--- config.mk ---
export PLATFORM = sky130hd
export DESIGN_NAME = tnn_neuron_scheduler
export DESIGN_NICKNAME = d
export VERILOG_FILES = /design/src/rtl/tnn_neuron_scheduler.sv
export SDC_FILE = /design/constraint.sdc
export NUM_CORES = 1
export LEC_CHECK = 0
export CAP_MARGIN = 15
export CORE_UTILIZATION = 44
export DETAILED_ROUTE_END_ITERATION = 12
export GPL_TIMING_DRIVEN = 0
export HOLD_SLACK_MARGIN = 0.02
export PLACE_DENSITY = 0.59
export SYNTH_ARGS = -nofsm -noshare
export SYNTH_HDL_FRONTEND = slang
export SYNTH_SLANG_ARGS = --single-unit
--- constraint.sdc ---
create_clock -name clk -period 3.7 [get_ports clk]
set_input_delay 0.74 -clock clk [delete_from_list [all_inputs] [get_ports clk]]
set_output_delay 0.74 -clock clk [all_outputs]
set_load 0.01 [all_outputs]
--- src/rtl/tnn_neuron_scheduler.sv ---
// Sequences NUM_NEURONS neurons through one shared 5-operand TNN comparator per sample.
// Optional TNN_SCHED_CMP_PIPE_EN registers the operands and adds a DRAIN state.
module tnn_neuron_scheduler #(
   parameter int NUM_FEAT    = 11,
   parameter int NUM_NEURONS = 8,
   parameter int IW          = $clog2(NUM_FEAT),
   parameter int NW          = $clog2(NUM_NEURONS)
) (
   input  logic                    clk,
   input  logic                    rst_n,
   input  logic [NUM_FEAT*3-1:0]   in_data,
   input  logic                    in_valid,
   output logic                    in_ready,
   input  logic                    cfg_we,
   input  logic [NW-1:0]           cfg_neuron,
   input  logic [2:0]              cfg_slot,
   input  logic [IW-1:0]           cfg_idx,
   output logic                    cfg_err,
   output logic [2:0]              cmp_a,
   output logic [2:0]              cmp_b,
   output logic [2:0]              cmp_c,
   output logic [2:0]              cmp_d,
   output logic [2:0]              cmp_e,
   input  logic                    cmp_out,
   output logic [NUM_NEURONS-1:0]  out_vec,
   output logic                    out_valid,
   input  logic                    out_ready,
   output logic                    busy
);

   typedef enum logic [1:0] {
      S_IDLE,
      S_RUN,
`ifdef TNN_SCHED_CMP_PIPE_EN
      S_DONE,
      S_DRAIN
`else
      S_DONE
`endif
   } state_t;

   state_t                  state_q, state_d;
   logic [NW-1:0]           k_q, k_d;
   logic [NUM_FEAT*3-1:0]   sample_q, sample_d;
   logic [NUM_NEURONS-1:0]  vec_q, vec_d;
   logic                    in_ready_q, in_ready_d;
   logic                    cfg_err_q, cfg_err_d;
   logic [IW-1:0]           cfg_q [NUM_NEURONS][5];
   logic [IW-1:0]           cfg_d [NUM_NEURONS][5];
   logic                    cfg_ok;
   logic [2:0]              ops [5];
   logic                    last_k;

   function automatic logic [2:0] feat(input logic [NUM_FEAT*3-1:0] s, input logic [IW-1:0] idx);
      feat = '0;
      for (int unsigned f = 0; f < NUM_FEAT; f++)
         if (idx == IW'(f)) feat = s[3*f +: 3];
   endfunction

   always_comb begin
      for (int unsigned s = 0; s < 5; s++)
         ops[s] = feat(sample_q, cfg_q[k_q][s]);
   end

   assign last_k = (k_q == NW'(NUM_NEURONS - 1));
   assign cfg_ok = cfg_we && (state_q == S_IDLE) && (32'(cfg_idx) < NUM_FEAT)
                   && (cfg_slot <= 3'd4) && (32'(cfg_neuron) < NUM_NEURONS);

`ifdef TNN_SCHED_CMP_PIPE_EN
   // Result for neuron k arrives one cycle after issue; capture index trails k_q.
   logic [2:0]    cmp_q [5];
   logic [2:0]    cmp_nx [5];
   logic          cap_v_q, cap_v_d;
   logic [NW-1:0] cap_k_q, cap_k_d;

   always_comb begin
      for (int unsigned s = 0; s < 5; s++)
         cmp_nx[s] = (state_q == S_RUN) ? ops[s] : '0;
      cap_v_d = (state_q == S_RUN);
      cap_k_d = k_q;
   end

   always_ff @(posedge clk or negedge rst_n) begin
      if (!rst_n) begin
         for (int unsigned s = 0; s < 5; s++) cmp_q[s] <= '0;
         cap_v_q <= 1'b0;
         cap_k_q <= '0;
      end else begin
         for (int unsigned s = 0; s < 5; s++) cmp_q[s] <= cmp_nx[s];
         cap_v_q <= cap_v_d;
         cap_k_q <= cap_k_d;
      end
   end

   assign cmp_a = cmp_q[0];
   assign cmp_b = cmp_q[1];
   assign cmp_c = cmp_q[2];
   assign cmp_d = cmp_q[3];
   assign cmp_e = cmp_q[4];
`else
   assign cmp_a = (state_q == S_RUN) ? ops[0] : '0;
   assign cmp_b = (state_q == S_RUN) ? ops[1] : '0;
   assign cmp_c = (state_q == S_RUN) ? ops[2] : '0;
   assign cmp_d = (state_q == S_RUN) ? ops[3] : '0;
   assign cmp_e = (state_q == S_RUN) ? ops[4] : '0;
`endif

   always_comb begin
      state_d   = state_q;
      k_d       = k_q;
      sample_d  = sample_q;
      vec_d     = vec_q;
      cfg_d     = cfg_q;
      cfg_err_d = cfg_we && !cfg_ok;
      if (cfg_ok) cfg_d[cfg_neuron][cfg_slot] = cfg_idx;
      case (state_q)
         S_IDLE: begin
            if (in_valid && in_ready_q) begin
               sample_d = in_data;
               vec_d    = '0;
               k_d      = '0;
               state_d  = S_RUN;
            end
         end
         S_RUN: begin
`ifndef TNN_SCHED_CMP_PIPE_EN
            vec_d[k_q] = cmp_out;
            if (last_k) state_d = S_DONE;
`else
            if (last_k) state_d = S_DRAIN;
`endif
            else k_d = k_q + NW'(1);
         end
`ifdef TNN_SCHED_CMP_PIPE_EN
         S_DRAIN: state_d = S_DONE;
`endif
         S_DONE: if (out_ready) state_d = S_IDLE;
         default: state_d = S_IDLE;
      endcase
`ifdef TNN_SCHED_CMP_PIPE_EN
      if (cap_v_q) vec_d[cap_k_q] = cmp_out;
`endif
      in_ready_d = (state_d == S_IDLE);
   end

   always_ff @(posedge clk or negedge rst_n) begin
      if (!rst_n) begin
         state_q    <= S_IDLE;
         k_q        <= '0;
         sample_q   <= '0;
         vec_q      <= '0;
         in_ready_q <= 1'b0;
         cfg_err_q  <= 1'b0;
         for (int unsigned n = 0; n < NUM_NEURONS; n++)
            for (int unsigned s = 0; s < 5; s++)
               cfg_q[n][s] <= IW'((n + s) % NUM_FEAT);
      end else begin
         state_q    <= state_d;
         k_q        <= k_d;
         sample_q   <= sample_d;
         vec_q      <= vec_d;
         in_ready_q <= in_ready_d;
         cfg_err_q  <= cfg_err_d;
         cfg_q      <= cfg_d;
      end
   end

   assign in_ready  = in_ready_q;
   assign cfg_err   = cfg_err_q;
   assign out_vec   = vec_q;
   assign out_valid = (state_q == S_DONE);
   assign busy      = (state_q != S_IDLE);

endmodule

# Word-level counts from Yosys, hierarchy flattened
# Cells that the tools add are included.
# op_classes
n_addsub	1
magnitude_cmp	9
eq_ne	55
n_mux	80
n_bitwise	3
n_reduce_logical	21
# ops
operator	count
$mux 3	62
$bwmux 160	1
$eq 4x3->1 const B	20
$bmux 20 s3	1
$demux 20 s3	1
$eq 4x4->1 const B	15
$mux 20	3
$eq 4x2->1 const B	10
$eq 4x1->1 const B	5
$logic_not 4->1	5
$pmux 8 s2	1
$demux 4 s3	1
$ge 4x4->1 const B	3
$not 3->4	3
$bwmux 8	1
$logic_and 1x1->1	8
$lt 4x1->1 const B	2
$mux 8	1
$mux 2	3
$pmux 2 s3	1
$pmux 3 s2	1
$logic_not 2->1	2
$lt 3x4->1 const B	1
$lt 4x4->1 const B	1
15 further kinds	17
# totals
regBits	208

# Longest topological paths before layout
# Gate-level depths: netlist of run 1.
# depth
word_depth	17
mapped_depth	12
ltp_nobuf	7

# Least setup slack after synthesis of run 1
# OpenSTA, ideal clock, no wires.
# synth_timing
path_type	register to output
start	reg k_q[0]
end	out cmp_a[0]
t_arrival_ns	2.421
t_required_ns	2.960
path_slack_ns	0.539
stages_incl_launch_ff	10
path_cell_list	dfrtp_1 > buf_6 > buf_12 > buf_12 > mux2_4 > a22oi_2 > nor2_1 > or3_4 > or4_1 > a31oi_1
# synth_via
elab_chain_len	17
word_cells_on_any_way	27
cone_classes	eq/ne: 10; mux: 15; bitwise: 1; reduce/logical: 1
# synth_lines
item	line_no	rtl
start, declared	43	logic [NW-1:0] k_q, k_d;
start signal, assigned	159	k_q <= k_d;
$not 3->4 (not written as such) (*)	62	ops[s] = feat(sample_q, cfg_q[k_q][s]);
$bmux 20 s3 (*)	62	
$mux 20 (*) (2 in a row)	-	
$logic_not 4->1	57	if (idx == IW'(f)) feat = s[3*f +: 3];
$mux 3 (10 in a row)	57	
$mux 3 (*)	57	
$mux 3 (*)	101	assign cmp_a = (state_q == S_RUN) ? ops[0] : '0;
end, declared	19	output logic [2:0] cmp_a,
# Every way passes the cells marked *; elsewhere a longest branch is shown, timed or not. The select of a mux whose other input is x is not followed.

# Worst setup path in the final report of run 1
# Ends and elaborated chain as after synthesis.

==> results of run 1 <==
-- final cells by class --
| type | instances | area share [%] |
|---|---|---|
| Clock buffer | 36 | 4.68 |
| Tap cell | 335 | 2.78 |
| Buffer | 62 | 3.45 |
| Multi-Input combinational cell | 787 | 43.5 |
| Clock inverter | 8 | 0.489 |
| Timing Repair Buffer | 152 | 9.83 |
| Sequential cell | 208 | 35.0 |
| Inverter | 10 | 0.274 |
-- kinds of logic after synthesis --
logic type,Yosys count
and+or+nand+nor,361
muxes,236
buffers and inverters,73
adders and majority gates,2
DFF,208
AOI/OAI and AO/OA,187
-- cells in the mapped netlist, drive strengths merged (4+ instances only) --
| master | n |
|---|---|
| a211oi | 9 |
| a21oi | 20 |
| a221oi | 8 |
| a22o | 4 |
| a22oi | 5 |
| a31oi | 9 |
| and2 | 8 |
| and3 | 4 |
| buf | 28 |
| clkbuf | 35 |
| dfrtp | 141 |
| dfstp | 67 |
| inv | 10 |
| mux2 | 150 |
| mux2i | 65 |
| mux4 | 21 |
| nand2 | 204 |
| nand2b | 4 |
| nand3 | 33 |
| nand3b | 10 |
| nand4 | 11 |
| nor2 | 46 |
| nor2b | 12 |
| nor3 | 7 |
| nor4 | 4 |
| o211ai | 9 |
| o21ai | 58 |
| o22a | 4 |
| o22ai | 12 |
| o2bb2ai | 4 |
| or2 | 4 |
-- power by group through the flow --
stage	clock network [mW]	logic, mW	registers (mW)
after floorplan	0	2.20	2.96
after CTS	2.36	4.24	3.27
final	2.33	4.51	3.30
after global routing	2.45	4.79	3.32
after global placement	0	3.34	3.30
after detailed placement	0	3.36	3.30
-- sequential cells by signal (all words and copies together) (netlist names) --
name,count
cfg_q,160
sample_q,33
out_vec,8
k_q,3
state_q,2
cfg_err,1
in_ready,1
-- metrics by stage --
step	hold slack (ns)	setup WS [ns]
final	0.259	-0.269
after global routing	0.332	-0.410
after CTS	0.284	-0.271
after detailed placement	0.469	-0.784
after global placement	0.458	-7.07
after floorplan	0.442	0.539
-- final timing paths --
check	startpoint	end	depth (start not counted)	slack, ns
max	k_q[0]$_DFFE_PN0P_	cmp_a[0]	12	-0.27
min	rst_n	cfg_q[118]$_DFFE_PN0P_	1	0.26
max reg2reg	state_q[0]$_DFF_PN0_	cfg_q[98]$_DFFE_PN0P_	6	0.15
min reg2reg	cfg_q[71]$_DFFE_PN0P_	cfg_q[71]$_DFFE_PN0P_	2	0.48
max in group asynchronous	rst_n	cfg_q[102]$_DFFE_PN1P_	2	2.44
min in group clk	cfg_q[71]$_DFFE_PN0P_	cfg_q[71]$_DFFE_PN0P_	2	0.48
-- routing by layer --
metal  up-vias  GRT usage (%)  share of wire [%]
met5         -              0                  0
met4         0           10.1                3.7
met3        93           2.46                5.1
met2       322           45.9                 46
met1      4705           40.5                 45
li1       4284              -                  -
-- timing repair --
action,4_1_cts,5_1_grt
setup buffers,53,22
setup endpoints to repair,15,15
gates resized for setup,229,50
pin swaps,41,30
gates cloned,4,2
==> results.ini, run 1 <==
[die]
ios=76
die-area_um2=27100
die_y_um=165
rows=59
die_w_um=165
initial_core_util_pct=44.7
core-area_um2=26000

[synth]
synth-seq-area-share_pct=45.5
synthAdderAreaFrac_pct=0.215
async_reset_ff_share_pct=100
synth-seq-cells=208
syn_nets=1118
ys_types=90
synth_ff_type=dfrtp_1
synth.avg_cell_area_um2=10.9
syn_inst=1067
synth.area.top_cells=dfrtp_1 30%, dfstp_2 15%, mux2_2 14%
synth_xor_area_share_pct=0
syn_area_um2=11600
synth_top_family_by_area=multiplexers
yosysWarnings=0
synth_top_area_share_pct=30.4
synthSimpleGateAreaFrac_pct=14.4
synth_compound_area_share_pct=11.7
yosysTopAreaCell=dfrtp_1
synth-edff-count=0
synthMuxAreaShare_pct=24.6

[routing]
via_per_inst=5.88
drc=0
drtIter0Drc=658
wl_per_cell_um=23.8
routed_wl_mm=38.1
dr.pass1.iters=7
vias=9404
ant_nets=0

[cells_and_area]
instances_no_fill=1598
synthToLayoutAreaGrowth_pct=29.9
drive_gt1_share_pct=41.1
fillCellCount=2201
final_cell_mix=200 x nand2_1, 141 x dfrtp_1, 140 x mux2_2, 67 x dfstp_2, 58 x clkdlybuf4s50_1
final_nets=1296
register_area_um2=5290
mostFrequentLayoutCell=nand2_1
multiInputGateArea_um2=6560
diodes=0
fin_area_um2=15100
fin_util_pct=58.1

[setup_path]
cp_max_fo=6
worstPathArrival_ns=3.23
crit_path_start_kind=flop
critPathTopFamily=compound AO/OA/AOI/OAI gates
cp-end-kind=output pin
critical_path_class=flop to output pin
crit_buf_inv=6
worst_path_max_delay_cell=dfrtp_1
max_stage_delay_ns=0.41
crit_top_cell=buf_12
critPathRequiredTime_ns=2.96
path_cells=buf_12, buf_12, buf_12, buf_12, mux2_2, o22ai_4, a221o_2, buf_6, a2111oi_4, o22ai_2, a31oi_4, buf_6

[clocking]
clkTransAtPathRegs_ns=0.06
clockBufferDepth=3
clock_sinks=208
cts.htree.levels=1
cts-hold-fix-buffers=0
numCtsBuffers=24
clock_latency_ns=0.55
cts_tree=built
cts_root_buf=clkbuf_16

[run]
maxCapViolCount=0

[timing]
clock.fmax_mhz=252
slew_viol_final=0
period_needed_ns=3.97
hold_viol=0
fin_ws_ns=-0.269
worst_pin_slew_ns=1.13
rsz0062_at_grt=yes
fin_crit_sh_pct=107
fin_setup_tns_ns=-3.18
setup_violations=15
fin_worst_skew_ns=0.0117
slew_headroom_pct=24.3

[power]
swShare_pct=39.3
leakage_nw=6.67
p_switching_mw=3.98
pwr-share-comb_pct=44.5
pwr-share-clk_pct=22.9
total_power_mw=10.1
powerDensity_nw_per_um2=672
peakVddDrop_v=0.000408
pwr-share-seq_pct=32.6
intPower_mw=6.16

[placed_design]
placedCellCount=1477
hpwl_mm=25.6
port_buffers=74
gp_congestion=0.950
place_area_um2=12800

[global_route]
grt_pass1_wl_mm=57.2
antenna_found_initial=0
grt_pass1_vias=9297
track_usage_pct=28.6
grt_overflow=0
grt_max_degree=107

[outcome]
status=finished, violations left
violations=setup timing

[min_path]
worstHoldPathType=primary input to asynchronous set/reset pin

(Power assumes the default switching activity.)
==> run 2, diff against run 1 <==
- CTS_CLUSTER_DIAMETER: unset -> 50
==> run 2 against run 1 <==
Against the previous run:
- the run still ends with setup timing left
- clock-buffer cell count unchanged
- clock power increased by 18%
- non-clock buffer count increased by 8
- power increased by 3.9%
- clock skew decreased by 0.0034 ns
- global-route usage increased by 0.59 points
- utilization increased by 0.99 points
- setup slack got worse by 0.028 ns
- design area increased by 1.7%
- sequential power about the same
- sequential cell count unchanged
- hold slack got worse by 0.016 ns
- critical path type unchanged
- largest cell class unchanged
- highest routed layer unchanged
==> results.ini, run 2 (same netlist as run 1, synthesis figures left out) <==
[outcome]
status=finished, violations left  ; unchanged
violations=setup timing  ; unchanged

[global_route]
track_usage_pct=29.2  ; was 28.6%
grt_max_degree=107  ; unchanged
grt_pass1_wl_mm=58.5  ; was 57.2 mm
antenna_found_initial=0  ; unchanged
grt_overflow=0  ; unchanged
grt_pass1_vias=9644  ; was 9,297

[timing]
fin_crit_sh_pct=108  ; was 107%
period_needed_ns=4.00  ; was 3.97 ns
setup_violations=15  ; unchanged
clock.fmax_mhz=250  ; was 252 MHz
fin_ws_ns=-0.297  ; was -0.269 ns
hold_viol=0  ; unchanged
holdWs_ns=0.242  ; was 0.259 ns
slew_viol_final=0  ; unchanged
slew_headroom_pct=38.1  ; was 24.3%
rsz0062_at_grt=yes  ; unchanged
worst_pin_slew_ns=0.920  ; was 1.13 ns
fin_worst_skew_ns=0.00838  ; was 0.0117 ns

[die]
ios=76  ; unchanged
die_y_um=165  ; unchanged
die_w_um=165  ; unchanged
rows=59  ; unchanged
core-area_um2=26000  ; unchanged
initial_core_util_pct=44.7  ; unchanged
die-area_um2=27100  ; unchanged

[placed_design]
placedCellCount=1477  ; unchanged
port_buffers=74  ; unchanged
hpwl_mm=25.6  ; unchanged
gp_congestion=0.950  ; unchanged

[routing]
dr.pass1.iters=5  ; was 7
drc=0  ; unchanged
via_per_inst=5.87  ; was 5.88
drtIter0Drc=770  ; was 658
routed_wl_mm=38.6  ; was 38.1 mm
vias=9476  ; was 9,404
ant_nets=0  ; unchanged
wl_per_cell_um=23.9  ; was 23.8 µm

[cells_and_area]
synthToLayoutAreaGrowth_pct=32.1  ; was 29.9%
diodes=0  ; unchanged
final_nets=1308  ; was 1,296
instances_no_fill=1614  ; was 1,598
regMostFlops=cfg_q  ; unchanged
mostFrequentLayoutCell=nand2_1  ; unchanged
final_cell_mix=195 x nand2_1, 142 x mux2_2, 141 x dfrtp_1, 67 x dfstp_2, 63 x buf_4  ; was 200 x nand2_1, 141 x dfrtp_1, 140 x mux2_2, 67 x dfstp_2, 58 x clkdlybuf4s50_1
drive_gt1_share_pct=42.4  ; was 41.1%
largest_reg_flops=160  ; unchanged
fillCellCount=2149  ; was 2,201
fin_util_pct=59.1  ; was 58.1%

[setup_path]
cp_max_fo=6  ; unchanged
worst_path_max_delay_cell=dfrtp_1  ; unchanged
crit_buf_inv=6  ; unchanged
path_cells=buf_12, buf_12, buf_12, buf_12, mux2_2, o22ai_4, a221o_2, buf_4, nand2_1, a211oi_2, o22ai_2, a31oi_4, buf_6  ; was buf_12, buf_12, buf_12, buf_12, mux2_2, o22ai_4, a221o_2, buf_6, a2111oi_4, o22ai_2, a31oi_4, buf_6
crit_path_start_kind=flop  ; unchanged
critPathRequiredTime_ns=2.96  ; about the same
max_stage_delay_ns=0.39  ; was 0.41 ns
rr_worst_depth=6  ; unchanged
worstPathArrival_ns=3.26  ; was 3.23 ns
r2r_slack_ns=0.42  ; was 0.15 ns
cp-end-kind=output pin  ; unchanged
crit_top_cell=buf_12  ; unchanged
critical_path_class=flop to output pin  ; unchanged
cp.depth=13  ; was 12
critPathTopFamily=compound AO/OA/AOI/OAI gates  ; unchanged

[power]
leakage_nw=6.78  ; was 6.67 nW
peakVddDrop_v=0.000579  ; was 0.000408 V
powerDensity_nw_per_um2=687  ; was 672 nW/µm²

[clocking]
cts.htree.levels=1  ; unchanged
clock_sinks=208  ; unchanged
clockBufferDepth=3  ; unchanged
clkTransAtPathRegs_ns=0.06  ; about the same
cts_tree=built  ; unchanged
cts_root_buf=clkbuf_16  ; unchanged
numCtsBuffers=28  ; was 24
clock_latency_ns=0.56  ; was 0.55 ns

[run]
maxCapViolCount=0  ; unchanged

[min_path]
worstHoldPathType=primary input to asynchronous set/reset pin  ; unchanged

## run 2: timing repair
item	4_1_cts	5_1_grt
pin swaps	49	29
resized for setup	254	30
setup endpoints to repair	15	18
cloned	4	1
buffers inserted	65	19
hold buffers	0	0
## run 2: layout make-up
class / instances / area (µm²) / area share (%)
repair buffers: 160 / 1520 / 9.93
multi-input cells: 787 / 6580 / 42.8
inverters: 10 / 46.3 / 0.302
flip-flops and latches: 208 / 5290 / 34.5
clock buffers: 36 / 781 / 5.09
clock inverters: 16 / 189 / 1.23
well taps: 335 / 419 / 2.73
plain buffers: 62 / 524 / 3.42
## run 2: final timing paths
check,from,to
min,rst_n,state_q[1]$_DFF_PN0_
min in group clk,cfg_q[71]$_DFFE_PN0P_,cfg_q[71]$_DFFE_PN0P_
max in group asynchronous,rst_n,cfg_q[134]$_DFFE_PN0P_
max reg2reg,state_q[0]$_DFF_PN0_,cfg_q[41]$_DFFE_PN0P_
max,k_q[0]$_DFFE_PN0P_,cmp_a[0]
min reg2reg,cfg_q[71]$_DFFE_PN0P_,cfg_q[71]$_DFFE_PN0P_
## run 2: metal layers
metal / wire (µm) / GRT usage [%]
met5: 0 / 0
met4: 1340 / 10.5
met3: 2580 / 3.89
met2: 17900 / 47.8
met1: 16700 / 39.6
## run 2: stage by stage
| stage | setup TNS, ns | setup WS, ns | area [µm²] | power (mW) |
|---|---|---|---|---|
| floorplan | 0 | 0.539 | 11600 | 5.16 |
| global placement | -1294.79 | -7.07 | 12800 | 6.64 |
| global route | -4.99 | -0.390 | 15300 | 11.0 |
| finish | -3.39 | -0.297 | 15300 | 10.5 |
| detailed placement | -14.72 | -0.784 | 12800 | 6.65 |
| CTS | -3.10 | -0.279 | 15100 | 10.4 |
## run 2: report_power, final
part	switching, mW	leakage (nW)	internal (mW)
Sequential	0.650	2.59	2.65
Clock	1.11	0.467	1.65
Combinational	2.33	3.73	2.15
==> run 3, diff against run 2 <==
- CAP_MARGIN: 15 -> unset
- CTS_CLUSTER_DIAMETER: 50 -> 40
- clock period: 3.7 -> 4.65 ns (I/O delays scaled with it)
==> run 3 against run 2 <==
Against the previous run:
- the flow still finishes with violations (setup timing)
- design area shrank 5.6%
- cell count shrank 3.2%
- setup slack gained 0.29 ns
- sequential power shrank 21%
- sequential cell count is the same
- via count shrank 3.1%
- critical path type unchanged
- critical endpoint is now cmp_d[0]
==> results.ini, run 3 (same netlist as run 1, synthesis figures left out) <==
[die]
die_w_um=165  ; unchanged
core-area_um2=26000  ; unchanged
die_y_um=165  ; unchanged
die-area_um2=27100  ; unchanged
initial_core_util_pct=44.7  ; unchanged
rows=59  ; unchanged
ios=76  ; unchanged

[cells_and_area]
fillCellCount=2249  ; was 2,149
mostFrequentLayoutCell=nand2_1  ; unchanged
fin_area_um2=14500  ; was 15,300 µm²
diodes=0  ; unchanged
instances_no_fill=1562  ; was 1,614
final_cell_mix=203 x nand2_1, 148 x mux2_2, 141 x dfrtp_1, 67 x dfstp_2, 64 x clkdlybuf4s50_1  ; was 195 x nand2_1, 142 x mux2_2, 141 x dfrtp_1, 67 x dfstp_2, 63 x buf_4
largest_reg_flops=160  ; unchanged
drive_gt1_share_pct=32.4  ; was 42.4%
final_nets=1253  ; was 1,308
fin_util_pct=55.7  ; was 59.1%
synthToLayoutAreaGrowth_pct=24.7  ; was 32.1%
regMostFlops=cfg_q  ; unchanged

[timing]
slew_viol_final=0  ; unchanged
setup_violations=1  ; was 15
period_needed_ns=4.66
worst_pin_slew_ns=1.17  ; was 0.920 ns
slew_headroom_pct=21.7  ; was 38.1%
clock.fmax_mhz=215
holdWs_ns=0.466  ; was 0.242 ns
hold_viol=0  ; unchanged
fin_ws_ns=-0.0101  ; was -0.297 ns
fin_setup_tns_ns=-0.0101  ; was -3.39 ns
fin_worst_skew_ns=0.00793  ; was 0.00838 ns
rsz0062_at_grt=yes  ; unchanged
fin_crit_sh_pct=100

[routing]
routed_wl_mm=37.0  ; was 38.6 mm
via_per_inst=5.88  ; was 5.87
dr.pass1.iters=7  ; was 5
vias=9183  ; was 9,476
drtIter0Drc=711  ; was 770
wl_per_cell_um=23.7  ; was 23.9 µm
ant_nets=0  ; unchanged
drc=0  ; unchanged

[clocking]
clockBufferDepth=3  ; unchanged
numCtsBuffers=34  ; was 28
cts.htree.levels=2  ; was 1
clkTransAtPathRegs_ns=0.05  ; was 0.06 ns
clock_latency_ns=0.52  ; was 0.56 ns
cts_tree=built  ; unchanged
clock_sinks=208  ; unchanged
cts-hold-fix-buffers=0  ; unchanged
cts_root_buf=clkbuf_16  ; unchanged

[global_route]
track_usage_pct=28.4  ; was 29.2%
grt_pass1_wl_mm=56.8  ; was 58.5 mm
grt_max_degree=107  ; unchanged
grt_overflow=0  ; unchanged
grt_pass1_vias=9198  ; was 9,644
antenna_found_initial=0  ; unchanged

[power]
powerDensity_nw_per_um2=569  ; was 687 nW/µm²
leakage_nw=6.49  ; was 6.78 nW
peakVddDrop_v=0.000557  ; was 0.000579 V
total_power_mw=8.24  ; was 10.5 mW

[min_path]
worstHoldPathType=primary input to asynchronous set/reset pin  ; unchanged

[setup_path]
cp-end-kind=output pin  ; unchanged
crit_path_end=cmp_d[0]  ; was cmp_a[0]
crit_path_start_kind=flop  ; unchanged
reg2reg_to=cfg_q[98]$_DFFE_PN0P_  ; was cfg_q[41]$_DFFE_PN0P_
rr_worst_depth=6  ; unchanged
critical_path_class=flop to output pin  ; unchanged
r2r_slack_ns=1.03  ; was 0.42 ns
worstSetupStartpoint=k_q[1]$_DFFE_PN0P_  ; was k_q[0]$_DFFE_PN0P_
cp_max_fo=10  ; was 6
critPathRequiredTime_ns=3.72  ; was 2.96 ns
r2r_start=state_q[0]$_DFF_PN0_  ; unchanged
worstPathArrival_ns=3.73  ; was 3.26 ns

[placed_design]
place_area_um2=12800  ; unchanged
dp_slack_ns=-0.0243  ; was -0.784 ns
port_buffers=74  ; unchanged
placedCellCount=1477  ; unchanged
gp_congestion=0.950  ; unchanged
hpwl_mm=25.6  ; unchanged

[outcome]
status=finished, violations left  ; unchanged
violations=setup timing  ; unchanged

[run]
maxCapViolCount=0  ; unchanged

==> run 3: cell types whose count changed in the layout (fill, tap and decap cells not counted), moves of 8 or more <==
cell     change
buf_4       -32
buf_6       -28
mux2i_1     +11
buf_2        -8
mux2i_4      -8
nand2_1      +8
nand2_2      -8
==> run 3: cell type report <==
cell class                      count  area [µm²]  share of cell area (%)
Inverter                           10        37.5                   0.259
Timing Repair Buffer               99         966                    6.67
Buffer                             63         457                    3.15
Sequential cell                   208        5290                    36.5
Clock inverter                     19         318                    2.19
Multi-Input combinational cell    786        6100                    42.1
Tap cell                          335         419                    2.89
Clock buffer                       42         901                    6.22
==> run 3: repair_timing <==
item | 4_1_cts | 5_1_grt
endpoints found under the hold margin | 0 | 0
pin swaps | 5 | 3
gates resized for setup | 42 | 31
setup endpoints to repair | 15 | 11
buffers inserted | 16 | 8
==> run 3: how the worst min path moves through the flow <==
stage                                 from                     end  slack [ns]  cells after the start
finish                               rst_n    state_q[1]$_DFF_PN0_        0.47                      1
global route         cfg_q[77]$_DFFE_PN0P_   cfg_q[77]$_DFFE_PN0P_        0.50                      1
floorplan            cfg_q[51]$_DFFE_PN0P_   cfg_q[51]$_DFFE_PN0P_        0.44                      2
detailed placement   cfg_q[59]$_DFFE_PN0P_   cfg_q[59]$_DFFE_PN0P_        0.47                      2
CTS                  cfg_q[59]$_DFFE_PN0P_   cfg_q[59]$_DFFE_PN0P_        0.48                      2
global placement    cfg_q[131]$_DFFE_PN0P_  cfg_q[131]$_DFFE_PN0P_        0.46                      2
==> run 3: layer usage <==
| metal | vias up | global-route usage, % | part of all wire (%) |
|---|---|---|---|
| met3 | 79 | 3.16 | 4.9 |
| met4 | 0 | 10.5 | 3.6 |
| met1 | 4624 | 40.3 | 46 |
| li1 | 4188 | - | - |
| met2 | 292 | 44.8 | 45 |
| met5 | - | 0 | 0 |
==> run 3: critical path, stage by stage (launching register included) <==
cell and delay (ns):
dfrtp_1 0.40, buf_6 0.17, clkbuf_2 0.30, nand4b_1 0.20, o21a_1 0.26, nand3_4 0.15
or4b_1 0.53, o211a_1 0.14, a32o_1 0.22, a21oi_1 0.23, clkdlybuf4s50_1 0.58
==> run 3: power breakdown <==
group	internal [mW]	switching, mW	total (mW)	leakage, nW
combinational	1.32	1.60	2.92	3.33
clock	1.74	0.962	2.70	0.577
sequential	2.11	0.505	2.62	2.59
total	5.17	3.07	8.24	6.49
